`config.mk`:
```
export PLATFORM = sky130hd
export DESIGN_NAME = mux_select_sequencer
export DESIGN_NICKNAME = d
export VERILOG_FILES = /design/src/rtl/mux_select_sequencer_pkg.sv /design/src/rtl/settle_timer.sv /design/src/rtl/mux_select_sequencer.sv
export SDC_FILE = /design/constraint.sdc
export NUM_CORES = 1
export LEC_CHECK = 0
export BUFFER_PORTS_ARGS = -buffer_cell sky130_fd_sc_hd__buf_2
export CORE_MARGIN = 2
export CORE_UTILIZATION = 45
export DETAILED_ROUTE_END_ITERATION = 8
export PLACE_DENSITY = 0.77
export SLEW_MARGIN = 10
export SYNTH_ARGS = -nofsm -noshare
export SYNTH_HDL_FRONTEND = slang
export SYNTH_SLANG_ARGS = --single-unit
```
`constraint.sdc`:
```
create_clock -name clk -period 1.45 [get_ports clk]
set_input_delay 0.0725 -clock clk [delete_from_list [all_inputs] [get_ports clk]]
set_output_delay 0.0725 -clock clk [all_outputs]
set_load 0.02 [all_outputs]
```
`src/rtl/mux_select_sequencer_pkg.sv`:
```
`default_nettype none
// ============================================================================
// Module      : mux_select_sequencer_pkg
// Description : Shared state encoding and owner constants for the
//               mux select sequencer.
// Revision    : 1.0 - initial release
// ============================================================================
package mux_select_sequencer_pkg;

    typedef enum logic [1:0] {
        S_IDLE  = 2'd0,
        S_BLANK = 2'd1,
        S_GRANT = 2'd2
    } seq_state_t;

    localparam logic OWNER0 = 1'b0;
    localparam logic OWNER1 = 1'b1;

endpackage : mux_select_sequencer_pkg
`default_nettype wire

```
`src/rtl/settle_timer.sv`:
```
`default_nettype none
// ============================================================================
// Module      : settle_timer
// Description : Loadable down-counter with zero flag; times the blanking
//               window that follows each select change.
// Revision    : 1.0 - initial release
// ============================================================================
module settle_timer #(
    parameter int SETTLE_CYCLES = 3
) (
    input  logic clk,
    input  logic rst,
    input  logic load,
    output logic zero
);

    localparam int CW = $clog2(SETTLE_CYCLES + 1);
    localparam logic [CW-1:0] c_LOAD_VAL = CW'(SETTLE_CYCLES - 1);

    logic [CW-1:0] r_cnt;

    // Saturates at zero so an idle timer never wraps
    always_ff @(posedge clk or negedge rst) begin
        if (!rst) begin
            r_cnt <= '0;
        end else if (load) begin
            r_cnt <= c_LOAD_VAL;
        end else if (r_cnt != '0) begin
            r_cnt <= r_cnt - 1'b1;
        end
    end

    assign zero = (r_cnt == '0);

endmodule : settle_timer
`default_nettype wire

```
`src/rtl/mux_select_sequencer.sv`:
```
`default_nettype none
// ============================================================================
// Module      : mux_select_sequencer
// Description : Round-robin owner of a shared 2:1 mux with bounded hold time
//               and break-before-make blanking on every select change.
//               Optional counters: MUX_SELECT_SEQUENCER_STATS_EN.
// Revision    : 1.0 - initial release
// ============================================================================
module mux_select_sequencer
    import mux_select_sequencer_pkg::*;
#(
    parameter int SETTLE_CYCLES = 3,
    parameter int MAX_HOLD      = 8
) (
    input  logic        clk,
    input  logic        rst,
    input  logic        req0,
    input  logic        req1,
    output logic        select,
    output logic        out_en,
    output logic        gnt0,
    output logic        gnt1,
    output logic        busy
`ifdef MUX_SELECT_SEQUENCER_STATS_EN
    ,
    output logic [15:0] switch_count,
    output logic [15:0] preempt_count
`endif
);

    localparam int HW = $clog2(MAX_HOLD + 1);
    localparam logic [HW-1:0] c_HOLD_LAST = HW'(MAX_HOLD - 1);

    seq_state_t     r_state;
    seq_state_t     w_state_nxt;
    logic           r_sel;
    logic           w_sel_nxt;
    logic           r_last;
    logic           w_last_nxt;
    logic [HW-1:0]  r_hold;
    logic [HW-1:0]  w_hold_nxt;
    logic           w_load;
    logic           w_preempt;
    logic           w_settle_zero;
    logic           w_req_own;
    logic           w_req_oth;
    logic           w_target;

    settle_timer #(
        .SETTLE_CYCLES (SETTLE_CYCLES)
    ) u_settle_timer (
        .clk  (clk),
        .rst  (rst),
        .load (w_load),
        .zero (w_settle_zero)
    );

    assign w_req_own = r_sel ? req1 : req0;
    assign w_req_oth = r_sel ? req0 : req1;
    assign w_target  = (req0 && req1) ? ~r_last : (req1 ? OWNER1 : OWNER0);

    always_comb begin
        w_state_nxt = r_state;
        w_sel_nxt   = r_sel;
        w_last_nxt  = r_last;
        w_hold_nxt  = r_hold;
        w_load      = 1'b0;
        w_preempt   = 1'b0;
        case (r_state)
            S_IDLE: begin
                if (req0 || req1) begin
                    if (w_target == r_sel) begin
                        w_state_nxt = S_GRANT;
                        w_hold_nxt  = '0;
                    end else begin
                        w_sel_nxt   = w_target;
                        w_load      = 1'b1;
                        w_state_nxt = S_BLANK;
                    end
                end
            end
            S_BLANK: begin
                if (w_settle_zero) begin
                    w_hold_nxt  = '0;
                    w_state_nxt = w_req_own ? S_GRANT : S_IDLE;
                end
            end
            S_GRANT: begin
                if (!w_req_own) begin
                    w_last_nxt = r_sel;
                    if (w_req_oth) begin
                        w_sel_nxt   = ~r_sel;
                        w_load      = 1'b1;
                        w_state_nxt = S_BLANK;
                    end else begin
                        w_state_nxt = S_IDLE;
                    end
                end else if (w_req_oth && (r_hold == c_HOLD_LAST)) begin
                    w_last_nxt  = r_sel;
                    w_sel_nxt   = ~r_sel;
                    w_load      = 1'b1;
                    w_preempt   = 1'b1;
                    w_state_nxt = S_BLANK;
                end else if (r_hold != c_HOLD_LAST) begin
                    // Parked at the limit so an uncontested owner never wraps
                    w_hold_nxt = r_hold + 1'b1;
                end
            end
            default: begin
                w_state_nxt = S_IDLE;
            end
        endcase
    end

    always_ff @(posedge clk or negedge rst) begin
        if (!rst) begin
            r_state <= S_IDLE;
            r_sel   <= OWNER0;
            r_last  <= OWNER1;
            r_hold  <= '0;
        end else begin
            r_state <= w_state_nxt;
            r_sel   <= w_sel_nxt;
            r_last  <= w_last_nxt;
            r_hold  <= w_hold_nxt;
        end
    end

    // Output stage mirrors the current state, keeping req off every output path
    always_ff @(posedge clk or negedge rst) begin
        if (!rst) begin
            select <= 1'b0;
            out_en <= 1'b0;
            gnt0   <= 1'b0;
            gnt1   <= 1'b0;
            busy   <= 1'b0;
        end else begin
            select <= r_sel;
            out_en <= (r_state == S_GRANT);
            gnt0   <= (r_state == S_GRANT) && !r_sel;
            gnt1   <= (r_state == S_GRANT) && r_sel;
            busy   <= (r_state != S_IDLE);
        end
    end

`ifdef MUX_SELECT_SEQUENCER_STATS_EN
    logic [15:0] r_switch_count;
    logic [15:0] r_preempt_count;

    always_ff @(posedge clk or negedge rst) begin
        if (!rst) begin
            r_switch_count  <= '0;
            r_preempt_count <= '0;
        end else begin
            if ((w_sel_nxt != r_sel) && (r_switch_count != 16'hFFFF)) begin
                r_switch_count <= r_switch_count + 16'd1;
            end
            if (w_preempt && (r_preempt_count != 16'hFFFF)) begin
                r_preempt_count <= r_preempt_count + 16'd1;
            end
        end
    end

    assign switch_count  = r_switch_count;
    assign preempt_count = r_preempt_count;
`endif

endmodule : mux_select_sequencer
`default_nettype wire

```
==> results.cfg <==
[clocking]
cts_inserted_buffers = 3
cts.clk_slew.worst_paths_ps = 90
cts_tree = yes
htreeDepth = 1
cts_root_buffer = clkbuf_4
clk_latency_ps = 280
ctsLongestPathBuffers = 2
cts.sinks = 15

[outcome]
violations = negative setup slack
status = finished, violations left

[floorplan]
core_um2 = 1559
io_pins = 9
die_height_um = 45.29
num_rows = 14
initial_core_util_pct = 49.20
die_area_um2 = 2051
die_x_um = 45.29

[power]
ir_worst_vdd_uv = 1310
pwr_density_cell_nw_per_um2 = 2101
power.leakage_uw = 0.0004601

[yosys]
synthDistinctLibCells = 32
yosysTopAreaCell = dfrtp_1
ys_ff_latch = 15
ys_top_cells_by_area = dfrtp_1 (46%), inv_1 (3.9%), dfstp_2 (3.4%)
seq_area_frac_synth_pct = 49.10
synth_fp_nets = 77
syn_area_um2 = 767.0
syn_inst = 71
synth_top_area_share_pct = 45.68
yosysWarnings = 0
syn_avg_cell_area_um2 = 10.80

[layout]
antenna_cells = 0
layout-drive-gt1-share_pct = 41.05
post-route-util_pct = 62.84
area_growth_pct = 27.73
nFillCells = 133
fin_cells = 111
final_area_um2 = 979.7
finish.net_count = 102

[timing]
max_freq_mhz = 675.1
drv_slew = 0
setup_viol = 2
hold_ws_ps = 224.9
final_hold_viol_count = 0
fin_ws_ps = -31.26
layout_min_cycle_time_ps = 1481
slew_headroom_pct = 74.14
rsz0062_at_grt = yes
finalClockSkew_ps = 1.612
tightest_slew_ps = 386.6
setup_tns_ps = -41.26
post-route-period-util_pct = 102.2

[grt]
grt_pass1_wl_mm = 2.484
grt_pass1_vias = 572
grt_max_degree = 16
antenna_found_initial = 0
grt_usage_pct = 17.14
gr-total-overflow = 0

[critical_path]
max_stage_delay_ps = 370
ff2ff_path_depth = 5
r2r-end = r_last
required_ps = 1660
cpMaxStageDelayCell = dfrtp_1
worstPathArrival_ps = 1690
crit_fanout = 4
worst-setup-path-type = reg -> reg
r2r_start = r_hold[0]
path_cells = ha_2, nand3b_1, o21ai_2, nand2_1, mux2_1
r2r_slack_ps = -30
critPathLaunchType = flip-flop
worstSetupEndpointType = flip-flop

[run]
cap_violations = 0

[detailed_routing]
viasPerCell = 5.450
first_iter_violations = 13
dr_total_vias = 605
drcViolationCount = 0
wl_mm = 1.587
drtPass1Iterations = 4
post_drt_wl_per_cell_um = 14.30
drtAntennaViolNets = 0

[placement]
place_hpwl_mm = 1.069
dpl.cell_count = 103
port_buffers = 8
place_congestion = 0.8410
placed_cell_area_um2 = 883.3

[hold_path]
hold_class = in -> async
sequential cells by signal, summed over array words and instances, names as in the netlist:
| signal | cells |
|---|---|
| r_hold | 4 |
| out_en | 1 |
| r_state | 2 |
| r_sel | 1 |
| gnt1 | 1 |
| busy | 1 |
| r_last | 1 |
| u_settle_timer.r_cnt | 2 |
| gnt0 | 1 |
| select | 1 |
what timing repair did:
action	4_1_cts	5_1_grt
setup endpoints to repair	4	10
pin swaps	1	4
hold buffers	1	0
endpoints found under the hold margin	15	0
setup buffers	0	3
gates resized for setup	0	8
power breakdown:
part / internal, uW / switching (uW) / leakage [uW]
combinational: 559 / 563 / 0.000258
sequential: 595 / 108 / 0.000187
clock: 107 / 127 / 0.0000150
layer usage:
metal / share of wire, % / GRT usage, % / vias to the layer above
met1: 46 / 23.93 / 291
met4: 2.1 / 8.824 / 0
li1: - / - / 302
met3: 1.6 / 2.400 / 4
met5: 0 / 0 / -
met2: 50 / 25.71 / 8
cells in the mapped netlist:
library cell and number:
o21ai_2 1, o21ai_1 3, mux2i_1 2, a21oi_1 1
nand2b_1 4, a21o_1 1, a311oi_1 1, nor2_1 4
a21boi_2 1, nand2_1 4, mux2_1 1, o31a_1 1
nand3b_1 1, dfstp_2 1, inv_1 8, xnor2_1 1
inv_2 1, nand4_1 1, o221ai_1 2, mux2_2 1
dfrtp_1 14, or2_1 1, buf_6 1, a32oi_2 1
ha_1 2, o21ba_2 1, o22ai_1 3, and2_1 2
o41ai_2 1, mux2_4 1, nor3b_1 1, nand3_1 3
worst max-delay path, delay by kind of cell, from the launching register on:
family / cells / cell delay (ps)
flip-flops: 1 / 370
multiplexers: 1 / 310
AND/OR/NAND/NOR: 2 / 260
AO/OA/AOI/OAI: 1 / 280
adder cells (fa/ha/maj): 1 / 190
placed cells by master (no fill, tap or decap), drive strengths merged:
cell type	netlist	routed
buf	1	20
dfrtp	14	14
inv	9	9
nand2b	4	4
nand2	4	4
nor2	4	4
o21ai	4	4
clkbuf	0	4
o22ai	3	3
nand3	3	3
mux2	3	3
and2	2	2
o221ai	2	2
mux2i	2	2
ha	2	2
or2	1	1
a21boi	1	1
nor3b	1	1
nand3b	1	1
a32oi	1	1
o41ai	1	1
nand4	1	1
o21ba	1	1
a21oi	1	1
a21o	1	1
xnor2	1	1
a311oi	1	1
o31a	1	1
dlygate4sd3	0	1
dfstp	1	1
layout make-up:
class	count	area [um2]	share of cell area, %
sequential	15	377.9	38.57
multi-input combinational	46	381.6	38.95
tap	16	20.02	2.043
inverter	9	33.78	3.448
timing repair buffer	21	140.1	14.30
clock buffer	4	26.28	2.682
worst max path at each step:
stage	start	endpoint	cells past startpoint
floorplan	r_state[1]	r_hold[2]	3
global placement	r_state[0]	r_hold[2]	3
detailed placement	r_state[0]	r_hold[2]	3
CTS	r_state[0]	r_hold[2]	3
global route	r_sel	r_hold[2]	4
finish	r_hold[0]	r_last	5
kinds of logic after synthesis:
logic type               synth area share [%]
AND/OR/NAND/NOR                         14.35
AO/OA/AOI/OAI                           18.76
flip-flops                              49.10
buffers and inverters                   5.872
multiplexers                            7.503
adder cells (fa/ha/maj)                 3.262
XOR/XNOR                                1.142
per-stage QoR:
stage	total power, uW	worst slack (ps)
after floorplan	1339	55.06
after global placement	1637	-18.78
after detailed placement	1667	-44.53
after CTS	1904	-64.95
after global routing	2222	-89.08
final	2058	-31.26
(Power assumes the default switching activity.)
